[src/rtl/fft_magnitude_seq_pkg.sv]
// Shared widths and FSM state encoding for the FFT magnitude block.
// Package name ap_parameters is kept for compatibility with the rest of the
// audio pipeline, which imports it under that name.
package ap_parameters;

    localparam int FFT_DATA_WIDTH = 16;
    localparam int MEL_DATA_WIDTH = 32;

    // Plain vector encoding so older tools and waveform scripts can match on values.
    typedef logic [1:0] mag_state_t;

    localparam mag_state_t ST_IDLE   = 2'd0;
    localparam mag_state_t ST_SQUARE = 2'd1;
    localparam mag_state_t ST_ROOT   = 2'd2;
    localparam mag_state_t ST_DONE   = 2'd3;

endpackage

[src/rtl/fft_magnitude_seq_isqrt_serial.sv]
// Bit-serial restoring integer square root.
// A start pulse loads a 2*IN_W-bit radicand; exactly IN_W cycles later the
// floor square root is complete. 'done' is high during the cycle whose rising
// edge performs the final step, and 'root' then shows the finished result.
module isqrt_serial #(
    parameter int IN_W = 16
) (
    input  logic                 clk,
    input  logic                 rst,
    input  logic                 start,
    input  logic [2*IN_W-1:0]    radicand,
    output logic                 busy,
    output logic                 done,
    output logic [IN_W-1:0]      root
);

    localparam int REM_W = IN_W + 2;
    localparam int CNT_W = $clog2(IN_W + 1);

    logic [2*IN_W-1:0] rad_reg;
    logic [REM_W-1:0]  rem_reg;
    logic [IN_W-1:0]   root_reg;
    logic [CNT_W-1:0]  cnt_reg;
    logic              busy_reg;

    logic [REM_W-1:0]  rem_shift;
    logic [REM_W-1:0]  trial;
    logic              ge;
    logic [REM_W-1:0]  rem_next;
    logic [IN_W-1:0]   root_next;

    // One restoring step: bring down the next two radicand bits and try 4*root+1.
    always_comb begin
        rem_shift = (rem_reg << 2) | REM_W'(rad_reg[2*IN_W-1 -: 2]);
        trial     = (REM_W'(root_reg) << 2) | REM_W'(1);
        ge        = (rem_shift >= trial);
        rem_next  = ge ? (rem_shift - trial) : rem_shift;
        root_next = (root_reg << 1) | IN_W'(ge);
    end

    // Iteration state: load on start, then consume two radicand bits per cycle.
    always_ff @(posedge clk or posedge rst) begin
        if (rst) begin
            rad_reg  <= '0;
            rem_reg  <= '0;
            root_reg <= '0;
            cnt_reg  <= '0;
            busy_reg <= 1'b0;
        end else if (start) begin
            rad_reg  <= radicand;
            rem_reg  <= '0;
            root_reg <= '0;
            cnt_reg  <= CNT_W'(IN_W);
            busy_reg <= 1'b1;
        end else if (busy_reg) begin
            rad_reg  <= rad_reg << 2;
            rem_reg  <= rem_next;
            root_reg <= root_next;
            cnt_reg  <= cnt_reg - CNT_W'(1);
            if (cnt_reg == CNT_W'(1)) begin
                busy_reg <= 1'b0;
            end
        end
    end

    assign busy = busy_reg;
    assign done = busy_reg && (cnt_reg == CNT_W'(1));
    assign root = root_next;

endmodule

[src/rtl/fft_magnitude_seq.sv]
// Sequential FFT bin magnitude: floor(sqrt(re^2 + im^2)) with a fixed
// IN_W+2 cycle latency and a valid/ready handshake on both sides.
// Optional feature macro MAG_POWER_MODE_EN adds a power_mode input that
// returns re^2 + im^2 (saturated to OUT_W) after 2 cycles instead.
module fft_magnitude_seq
    import ap_parameters::*;
#(
    parameter int IN_W  = FFT_DATA_WIDTH,
    parameter int OUT_W = MEL_DATA_WIDTH,
    parameter int IDX_W = 9
) (
    input  logic              clk,
    input  logic              rst,
    input  logic              in_valid,
    output logic              in_ready,
    input  logic [IN_W-1:0]   real_part,
    input  logic [IN_W-1:0]   imag_part,
    input  logic [IDX_W-1:0]  in_idx,
`ifdef MAG_POWER_MODE_EN
    input  logic              power_mode,
`endif
    output logic              out_valid,
    input  logic              out_ready,
    output logic [OUT_W-1:0]  magnitude,
    output logic [IDX_W-1:0]  out_idx
);

    generate
        if (OUT_W < IN_W) begin : g_bad_width
            $error("fft_magnitude_seq: OUT_W must be >= IN_W");
        end
    endgenerate

    mag_state_t          state_reg;
    logic [IN_W-1:0]     re_reg;
    logic [IN_W-1:0]     im_reg;
    logic [IDX_W-1:0]    idx_reg;
    logic [OUT_W-1:0]    mag_reg;
    logic                power_sel;

    logic                take;
    logic                sq_start;
    logic                sq_busy;
    logic                sq_done;
    logic [IN_W-1:0]     sq_root;

    logic signed [2*IN_W-1:0] re_ext;
    logic signed [2*IN_W-1:0] im_ext;
    logic signed [2*IN_W-1:0] re_sq;
    logic signed [2*IN_W-1:0] im_sq;
    logic [2*IN_W-1:0]        sum;

    // Handshake: accept when idle, or when the held result leaves this cycle.
    always_comb begin
        in_ready  = (state_reg == ST_IDLE) || ((state_reg == ST_DONE) && out_ready);
        out_valid = (state_reg == ST_DONE);
        take      = in_valid && in_ready;
    end

    // Sum of squares; each square is non-negative and the sum peaks at
    // 2^(2*IN_W-1), so the unsigned 2*IN_W-bit sum never overflows.
    always_comb begin
        re_ext = {{IN_W{re_reg[IN_W-1]}}, re_reg};
        im_ext = {{IN_W{im_reg[IN_W-1]}}, im_reg};
        re_sq  = re_ext * re_ext;
        im_sq  = im_ext * im_ext;
        sum    = $unsigned(re_sq) + $unsigned(im_sq);
    end

`ifdef MAG_POWER_MODE_EN
    logic                pm_reg;
    logic [OUT_W-1:0]    pow_val;

    assign power_sel = pm_reg;

    generate
        if (OUT_W >= 2*IN_W) begin : g_pow_wide
            assign pow_val = OUT_W'(sum);
        end else begin : g_pow_sat
            assign pow_val = (|sum[2*IN_W-1:OUT_W]) ? {OUT_W{1'b1}} : sum[OUT_W-1:0];
        end
    endgenerate

    // Mode bit travels with the sample it was presented alongside.
    always_ff @(posedge clk or posedge rst) begin
        if (rst) begin
            pm_reg <= 1'b0;
        end else if (take) begin
            pm_reg <= power_mode;
        end
    end
`else
    assign power_sel = 1'b0;
`endif

    assign sq_start = (state_reg == ST_SQUARE) && !power_sel;

    isqrt_serial #(
        .IN_W(IN_W)
    ) u_isqrt (
        .clk      (clk),
        .rst      (rst),
        .start    (sq_start),
        .radicand (sum),
        .busy     (sq_busy),
        .done     (sq_done),
        .root     (sq_root)
    );

    // Operand and tag capture; only happens on an accepted transfer.
    always_ff @(posedge clk or posedge rst) begin
        if (rst) begin
            re_reg  <= '0;
            im_reg  <= '0;
            idx_reg <= '0;
        end else if (take) begin
            re_reg  <= real_part;
            im_reg  <= imag_part;
            idx_reg <= in_idx;
        end
    end

    // Control FSM and result register.
    always_ff @(posedge clk or posedge rst) begin
        if (rst) begin
            state_reg <= ST_IDLE;
            mag_reg   <= '0;
        end else begin
            case (state_reg)
                ST_IDLE: begin
                    if (take) begin
                        state_reg <= ST_SQUARE;
                    end
                end
                ST_SQUARE: begin
`ifdef MAG_POWER_MODE_EN
                    if (pm_reg) begin
                        mag_reg   <= pow_val;
                        state_reg <= ST_DONE;
                    end else begin
                        state_reg <= ST_ROOT;
                    end
`else
                    state_reg <= ST_ROOT;
`endif
                end
                ST_ROOT: begin
                    // The root is final on the edge that completes the last step.
                    if (sq_busy && sq_done) begin
                        mag_reg   <= OUT_W'(sq_root);
                        state_reg <= ST_DONE;
                    end
                end
                ST_DONE: begin
                    if (out_ready) begin
                        state_reg <= in_valid ? ST_SQUARE : ST_IDLE;
                    end
                end
                default: begin
                    state_reg <= ST_IDLE;
                end
            endcase
        end
    end

    assign magnitude = mag_reg;
    assign out_idx   = idx_reg;

endmodule

[config.mk]
export PLATFORM = sky130hd
export DESIGN_NAME = fft_magnitude_seq
export DESIGN_NICKNAME = d
export VERILOG_FILES = /design/src/rtl/fft_magnitude_seq_pkg.sv /design/src/rtl/fft_magnitude_seq_isqrt_serial.sv /design/src/rtl/fft_magnitude_seq.sv
export SDC_FILE = /design/constraint.sdc
export NUM_CORES = 2
export LEC_CHECK = 0
export BUFFER_PORTS_ARGS = -buffer_cell sky130_fd_sc_hd__buf_2
export CAP_MARGIN = 20
export CORE_MARGIN = 2
export CORE_UTILIZATION = 35
export CTS_BUF_LIST = sky130_fd_sc_hd__clkbuf_8
export DETAILED_ROUTE_END_ITERATION = 10
export HOLD_SLACK_MARGIN = 0.05
export SLEW_MARGIN = 10
export SYNTH_ARGS = -nofsm -noshare
export SYNTH_HDL_FRONTEND = slang
export SYNTH_SLANG_ARGS = --single-unit
[constraint.sdc]
create_clock -name clk -period 11.28 [get_ports clk]
set_input_delay 0 -clock clk [delete_from_list [all_inputs] [get_ports clk]]
set_output_delay 0 -clock clk [all_outputs]
set_load 0.02 [all_outputs]
== Yosys cells after proc, flatten, opt, wreduce, memory -nomap -nowiden ==
Cells that the tools add are included.

* $add $sub $neg: 3
* Multipliers: 2
* $lt $le $gt $ge: 1
* Equality and inequality tests: 7
* Mux-type cells: 17
* Bitwise logic cells: 2
* Reductions and logical operators: 9

{| class="wikitable"
|+ Operators with widths
! operator !! number
|-
| 16-bit 2-to-1 mux || 5
|-
| 16-bit by 16-bit multiplier with 32-bit output || 2
|-
| 32-bit 2-to-1 mux || 2
|-
| 32-bit adder || 1
|-
| 18-bit >= comparator || 1
|-
| 18-bit by 2-bit bitwise OR with 18-bit output || 1
|-
| 16-bit by 1-bit bitwise OR with 16-bit output || 1
|-
| 16-bit subtractor || 1
|-
| 5-bit 2-to-1 mux || 2
|-
| 2-bit case mux with 4 select lines || 1
|-
| 2-bit 2-to-1 mux || 3
|-
| 5-bit by 1-bit equality test with 1-bit output (second input constant) || 1
|-
| 5-bit by 1-bit subtractor with 5-bit output (second input constant) || 1
|-
| 2-bit equality test (second input constant) || 2
|-
| 1-bit logical AND || 4
|-
| 1-bit 2-to-1 mux || 4
|-
| 2-bit inequality test (second input constant) || 2
|-
| 3-bit AND reduction || 1
|-
| 2-bit by 1-bit equality test with 1-bit output (second input constant) || 1
|-
| 2-bit zero test || 1
|-
| 2-bit by 1-bit inequality test with 1-bit output (second input constant) || 1
|-
| 2-bit AND reduction || 1
|-
| 2-bit nonzero test || 1
|-
| 1-bit logical OR || 1
|}

* Register bits after elaboration: 129
* Output and inout bits: 43
* Word-level logic and storage cells: 51

== Logic depth before layout (Yosys ltp) ==
* Depth in word-level cells: 6
* Mapped depth: 26

== Cells and area by module ==
Synthesis repeated with hierarchy kept, for this count alone.

* Cell total of the unflattened synthesis: 2437
* Area total of the unflattened synthesis: 24056.8 um^2

{| class="wikitable"
|+ Modules (own cells, without submodules)
! module !! instances !! cells each !! area each (um^2) !! sequential area each (um^2)
|-
| fft_magnitude_seq || 1 || 1991 || 19897.8 || 1476.4
|-
| isqrt_serial || 1 || 446 || 4159.0 || 1751.7
|}

== Worst setup path after synthesis ==
No wires, ideal clock.

* Path type: register -> register
* From: register im_reg[15]
* To: register u_isqrt.rad_reg[27]
* Data arrival time: 6.959 ns
* Setup slack: 4.201 ns
* Stages on the path, launching flop included: 24
* Clock period less this slack: 7.079 ns
* Path through: dfrtp_1 clkbuf_1 clkbuf_1 nand2_1 fa_1 fa_1 fa_1 fa_1 inv_1 fa_1 fa_1 fa_1 inv_1 fa_1 inv_1 ha_1 clkbuf_1 a21o_1 a21oi_1 nand2_1 nand2_1 a41oi_2 or3_1 a31o_1

* Cells in the longest elaborated chain, start to end: 3

{| class="wikitable"
|+ Ends and longest elaborated chain
! element !! line !! RTL
|-
| from (decl) || fft_magnitude_seq.sv:36 || <nowiki>logic [IN_W-1:0] im_reg;</nowiki>
|-
| from (signal assigned) || fft_magnitude_seq.sv:118 || <nowiki>im_reg <= imag_part;</nowiki>
|-
| 16-bit by 16-bit multiplier with 32-bit output || fft_magnitude_seq.sv:66 || <nowiki>im_sq = im_ext * im_ext;</nowiki>
|-
| 32-bit adder || fft_magnitude_seq.sv:67 || <nowiki>sum = $unsigned(re_sq) + $unsigned(im_sq);</nowiki>
|-
| 32-bit 2-to-1 mux || fft_magnitude_seq_isqrt_serial.sv:49 || <nowiki>end else if (start) begin</nowiki>
|-
| to (signal assigned) || fft_magnitude_seq_isqrt_serial.sv:50 || <nowiki>rad_reg <= radicand;</nowiki>
|-
| to (signal assigned) || fft_magnitude_seq_isqrt_serial.sv:56 || <nowiki>rad_reg <= rad_reg << 2;</nowiki>
|-
| to (decl) || fft_magnitude_seq_isqrt_serial.sv:20 || <nowiki>logic [2*IN_W-1:0] rad_reg;</nowiki>
|}

Every way passes these cells.
A chain may end at the register's enable or synchronous reset.

== Worst setup path in the final report ==
* From: register re_reg[15]
* To: register u_isqrt.rad_reg[29]

* Cells in the longest elaborated chain, start to end: 3

{| class="wikitable"
|+ Ends and longest elaborated chain
! element !! line !! RTL
|-
| from (decl) || fft_magnitude_seq.sv:35 || <nowiki>logic [IN_W-1:0] re_reg;</nowiki>
|-
| from (signal assigned) || fft_magnitude_seq.sv:117 || <nowiki>re_reg <= real_part;</nowiki>
|-
| 16-bit by 16-bit multiplier with 32-bit output || fft_magnitude_seq.sv:65 || <nowiki>re_sq = re_ext * re_ext;</nowiki>
|-
| 32-bit adder || fft_magnitude_seq.sv:67 ||
|-
| 32-bit 2-to-1 mux || fft_magnitude_seq_isqrt_serial.sv:49 ||
|}

Every way passes these cells.

==> impl_results.md <==
- Result of the run: finished clean
- Chain of cells forming the critical path: clkinv_1, nor2_1, fa_1, fa_1, inv_1, fa_1, inv_1, fa_1, fa_1, fa_1, fa_1, inv_1, fa_1, inv_1, ha_1, nand2_1, nor2_1, a31o_2, a21oi_1, a41oi_2, o311a_1, a221oi_1
- Floorplan Core Area: 0.0673 mm^2
- Number of detailed-route iterations in the first pass: 7
- Via count of the first global-routing pass: 18400
- Proportion of netlist area held by the largest area contributor: 43.6%
- Number of endpoints with negative hold slack in the final report: 0
- Worst setup path startpoint: re_reg[15]$_DFFE_PP0P_
- Type of element launching the critical path: flip-flop
- Count of H-tree levels built during CTS: 4
- Routed WL per cell: 16.3 um
- Slew HR: 37.0%
- Final setup vio count: 0
- Total routed wirelength: 54900 um
- Number of instances in the synthesized netlist: 2399
- Drt via density: 4.75
- Iteration-0 DRC Markers: 836
- Cell type with the highest aggregate area in the netlist: sky130_fd_sc_hd__fa_1
- Die outline area: 0.0703 mm^2
- First-pass GRT wire length: 93500 um
- Maximum buffer depth of the clock tree: 2
- Share of the clock period used by the worst path after layout: 70.2%
- Arr. time, crit path: 8.35 ns
- Number of fill cells in the layout: 6724
- Final clock skew: 0.0308 ns
- Total Nets Final: 3213
- Minimum clock period after layout: 7.91 ns
- Measured slew at the worst slew-check pin: 0.942 ns
- Average cell area after synthesis: 9.94 um^2
- End of the worst register-to-register path: u_isqrt.rad_reg[29]$_DFFE_PP0P_
- Highest net fanout along the worst path: 18
- Vert. Die Dim: 265 um
- Max Cap Viol: 0
- Part of the Yosys area used for sequential elements: 13.5%
- Total vias in the final route: 16000
- Worst hold-check path type: in -> async
- Most frequent cells after synthesis: sky130_fd_sc_hd__inv_1, sky130_fd_sc_hd__fa_1, sky130_fd_sc_hd__nand2_1
- Die extent in x: 265 um
- Number of rows in the core area: 95
- Routability Congestion: 0.879
- Crit-path max cell delay: 0.67 ns
- Critical path start-end classification: reg -> reg
- Cell at the slowest stage of the critical path: sky130_fd_sc_hd__clkinv_1
- Final HPWL DP: 44800 um
- Distinct cell type count of the synthesized netlist: 71
- Clock root buffer: sky130_fd_sc_hd__clkbuf_8
- Clock sink count: 129
- Total routing resource utilization after global routing: 16.9%
- Synth warnings: 0
- # DRC: 0
- Post-Syn Area: 0.0239 mm^2
- GR Overflow Total: 0
- Clock insertion delay at the later pin of the skew report: 0.56 ns
- Worst R2R Setup Slack: 3.37 ns
- Number of input and output port buffers inserted: 71
- Launch instance of the worst register-to-register path: re_reg[15]$_DFFE_PP0P_
- Clock-pin slew of the registers on the worst-case setup and hold paths: 0.11 ns
- Largest delay share family, worst path: adder cells
- Fraction of final layout cells with drive strength greater than 1: 8.04%
- Cell repeated most along the worst path: sky130_fd_sc_hd__fa_1
- Max Freq: 126 MHz
- Number of synthesized register bits: 129
- Setup Total Neg Slack: 0 ns
- Share of flip-flops with an asynchronous set or reset after synthesis: 100%
- Area used by multi-input combinational logic: 0.0178 mm^2
- Number of synthesized flops with an enable pin: 0
- Effective utilization at floorplan: 35.5%
- Worst r2r path cells: 22
- Maximum number of pins on one net before global-route repair: 89
- Dominant register cell in the synthesized netlist: sky130_fd_sc_hd__dfrtp_1
- Max Transition Viols Final: 0
- CTS tree: done
- Count of buffering cells on the critical path with inverters included: 5
- Count leader, synth: sky130_fd_sc_hd__inv_1
- I/O pin count: 88
- Leading post-synthesis cells by cell area: sky130_fd_sc_hd__fa_1, sky130_fd_sc_hd__dfrtp_1, sky130_fd_sc_hd__inv_1
- CTS buffer count: 17
- Required time worst endpoint: 11.72 ns
- Register cell area after layout: 0.00323 mm^2
- Number of routed nets with antenna violations: 0
- RSZ-0062 raised after global routing: false
- Initial antenna violation count: 1
- Crit end category: flip-flop
- Synth-to-layout area growth: 8.85%
- Max reg flops: 32
cells by family (layout without fill, tap and decap cells):
logic type,after synthesis,count (layout),share of synthesized area (%)
mux,95,95,4.24
compound gates,214,214,6.08
fa+ha+maj,692,692,52.6
buf+inv,738,812,12.0
flops,129,129,13.5
xor+xnor,62,62,2.28
other cells,1,19,0.0157
simple gates,468,468,9.25
timing repair:
item | 4_1_cts | 5_1_grt
hold endpoints to repair | 130 | 0
buffers inserted | 0 | 0
hold buffers | 45 | 0
resized for setup | 0 | 0
layout by cell type (no fill, tap or decap), types with 43 or more instances in the layout:
cell,n
sky130_fd_sc_hd__a21oi_1,43
sky130_fd_sc_hd__and2_1,94
sky130_fd_sc_hd__buf_2,71
sky130_fd_sc_hd__dfrtp_1,128
sky130_fd_sc_hd__dlygate4sd3_1,45
sky130_fd_sc_hd__fa_1,519
sky130_fd_sc_hd__ha_1,172
sky130_fd_sc_hd__inv_1,645
sky130_fd_sc_hd__mux2_2,48
sky130_fd_sc_hd__mux2i_1,47
sky130_fd_sc_hd__nand2_1,192
sky130_fd_sc_hd__nor2_1,96
sky130_fd_sc_hd__o21ai_0,54
sky130_fd_sc_hd__xnor2_1,47
stage by stage:
stage | cells | hold slack (ns) | worst slack, ns | cell area (um^2) | util, %
finish | 3364 | 0.175 | 3.37 | 26000 | 38.6
global route | 3363 | 0.191 | 2.94 | 26000 | 38.6
CTS | 3362 | 0.132 | 3.43 | 26000 | 38.6
detailed placement | 3285 | 0.234 | 3.44 | 25100 | 37.3
global placement | 3285 | 0.225 | 3.56 | 25100 | 37.3
floorplan | 2415 | 0.150 | 4.20 | 23900 | -
worst max path at each step:
stage	cells past startpoint	endpoint
6_report	22	u_isqrt.rad_reg[29]$_DFFE_PP0P_
5_1_grt	21	u_isqrt.rad_reg[29]$_DFFE_PP0P_
4_1_cts	19	u_isqrt.rad_reg[29]$_DFFE_PP0P_
3_5_place_dp	19	u_isqrt.rad_reg[29]$_DFFE_PP0P_
3_3_place_gp	22	u_isqrt.rad_reg[29]$_DFFE_PP0P_
2_1_floorplan	23	u_isqrt.rad_reg[27]$_DFFE_PP0P_
worst reg2reg max path: stages, from the launching register on:
cell	delay, ns
sky130_fd_sc_hd__dfrtp_1	0.65
sky130_fd_sc_hd__clkinv_1	0.68
sky130_fd_sc_hd__nor2_1	0.34
sky130_fd_sc_hd__fa_1	0.47
sky130_fd_sc_hd__fa_1	0.51
sky130_fd_sc_hd__inv_1	0.05
sky130_fd_sc_hd__fa_1	0.47
sky130_fd_sc_hd__inv_1	0.05
sky130_fd_sc_hd__fa_1	0.48
sky130_fd_sc_hd__fa_1	0.56
sky130_fd_sc_hd__fa_1	0.43
sky130_fd_sc_hd__fa_1	0.51
sky130_fd_sc_hd__inv_1	0.06
sky130_fd_sc_hd__fa_1	0.47
sky130_fd_sc_hd__inv_1	0.04
sky130_fd_sc_hd__ha_1	0.33
sky130_fd_sc_hd__nand2_1	0.14
sky130_fd_sc_hd__nor2_1	0.09
sky130_fd_sc_hd__a31o_2	0.24
sky130_fd_sc_hd__a21oi_1	0.31
sky130_fd_sc_hd__a41oi_2	0.30
sky130_fd_sc_hd__o311a_1	0.40
sky130_fd_sc_hd__a221oi_1	0.23
routing by layer:
layer | wire, um | global-route usage [%] | vias to the layer above
li1 | - | - | 7310
met4 | 1470 | 6.37 | 0
met5 | 0 | 0 | -
met2 | 28900 | 30.2 | 250
met1 | 23300 | 21.2 | 8350
met3 | 1300 | 1.56 | 75
cell type report:
type | count | share of cell area, %
clock buffer | 18 | 0.954
multi-input combinational | 1548 | 68.7
inverter | 648 | 9.39
timing repair buffer | 132 | 3.57
sequential | 129 | 12.4
antenna | 2 | 0.0193
tap | 873 | 4.21
clock inverter | 14 | 0.732
Power is left out: the tool's default activity adds up to more than one toggle a clock period on the data nets, which glitch-free logic cannot reach.
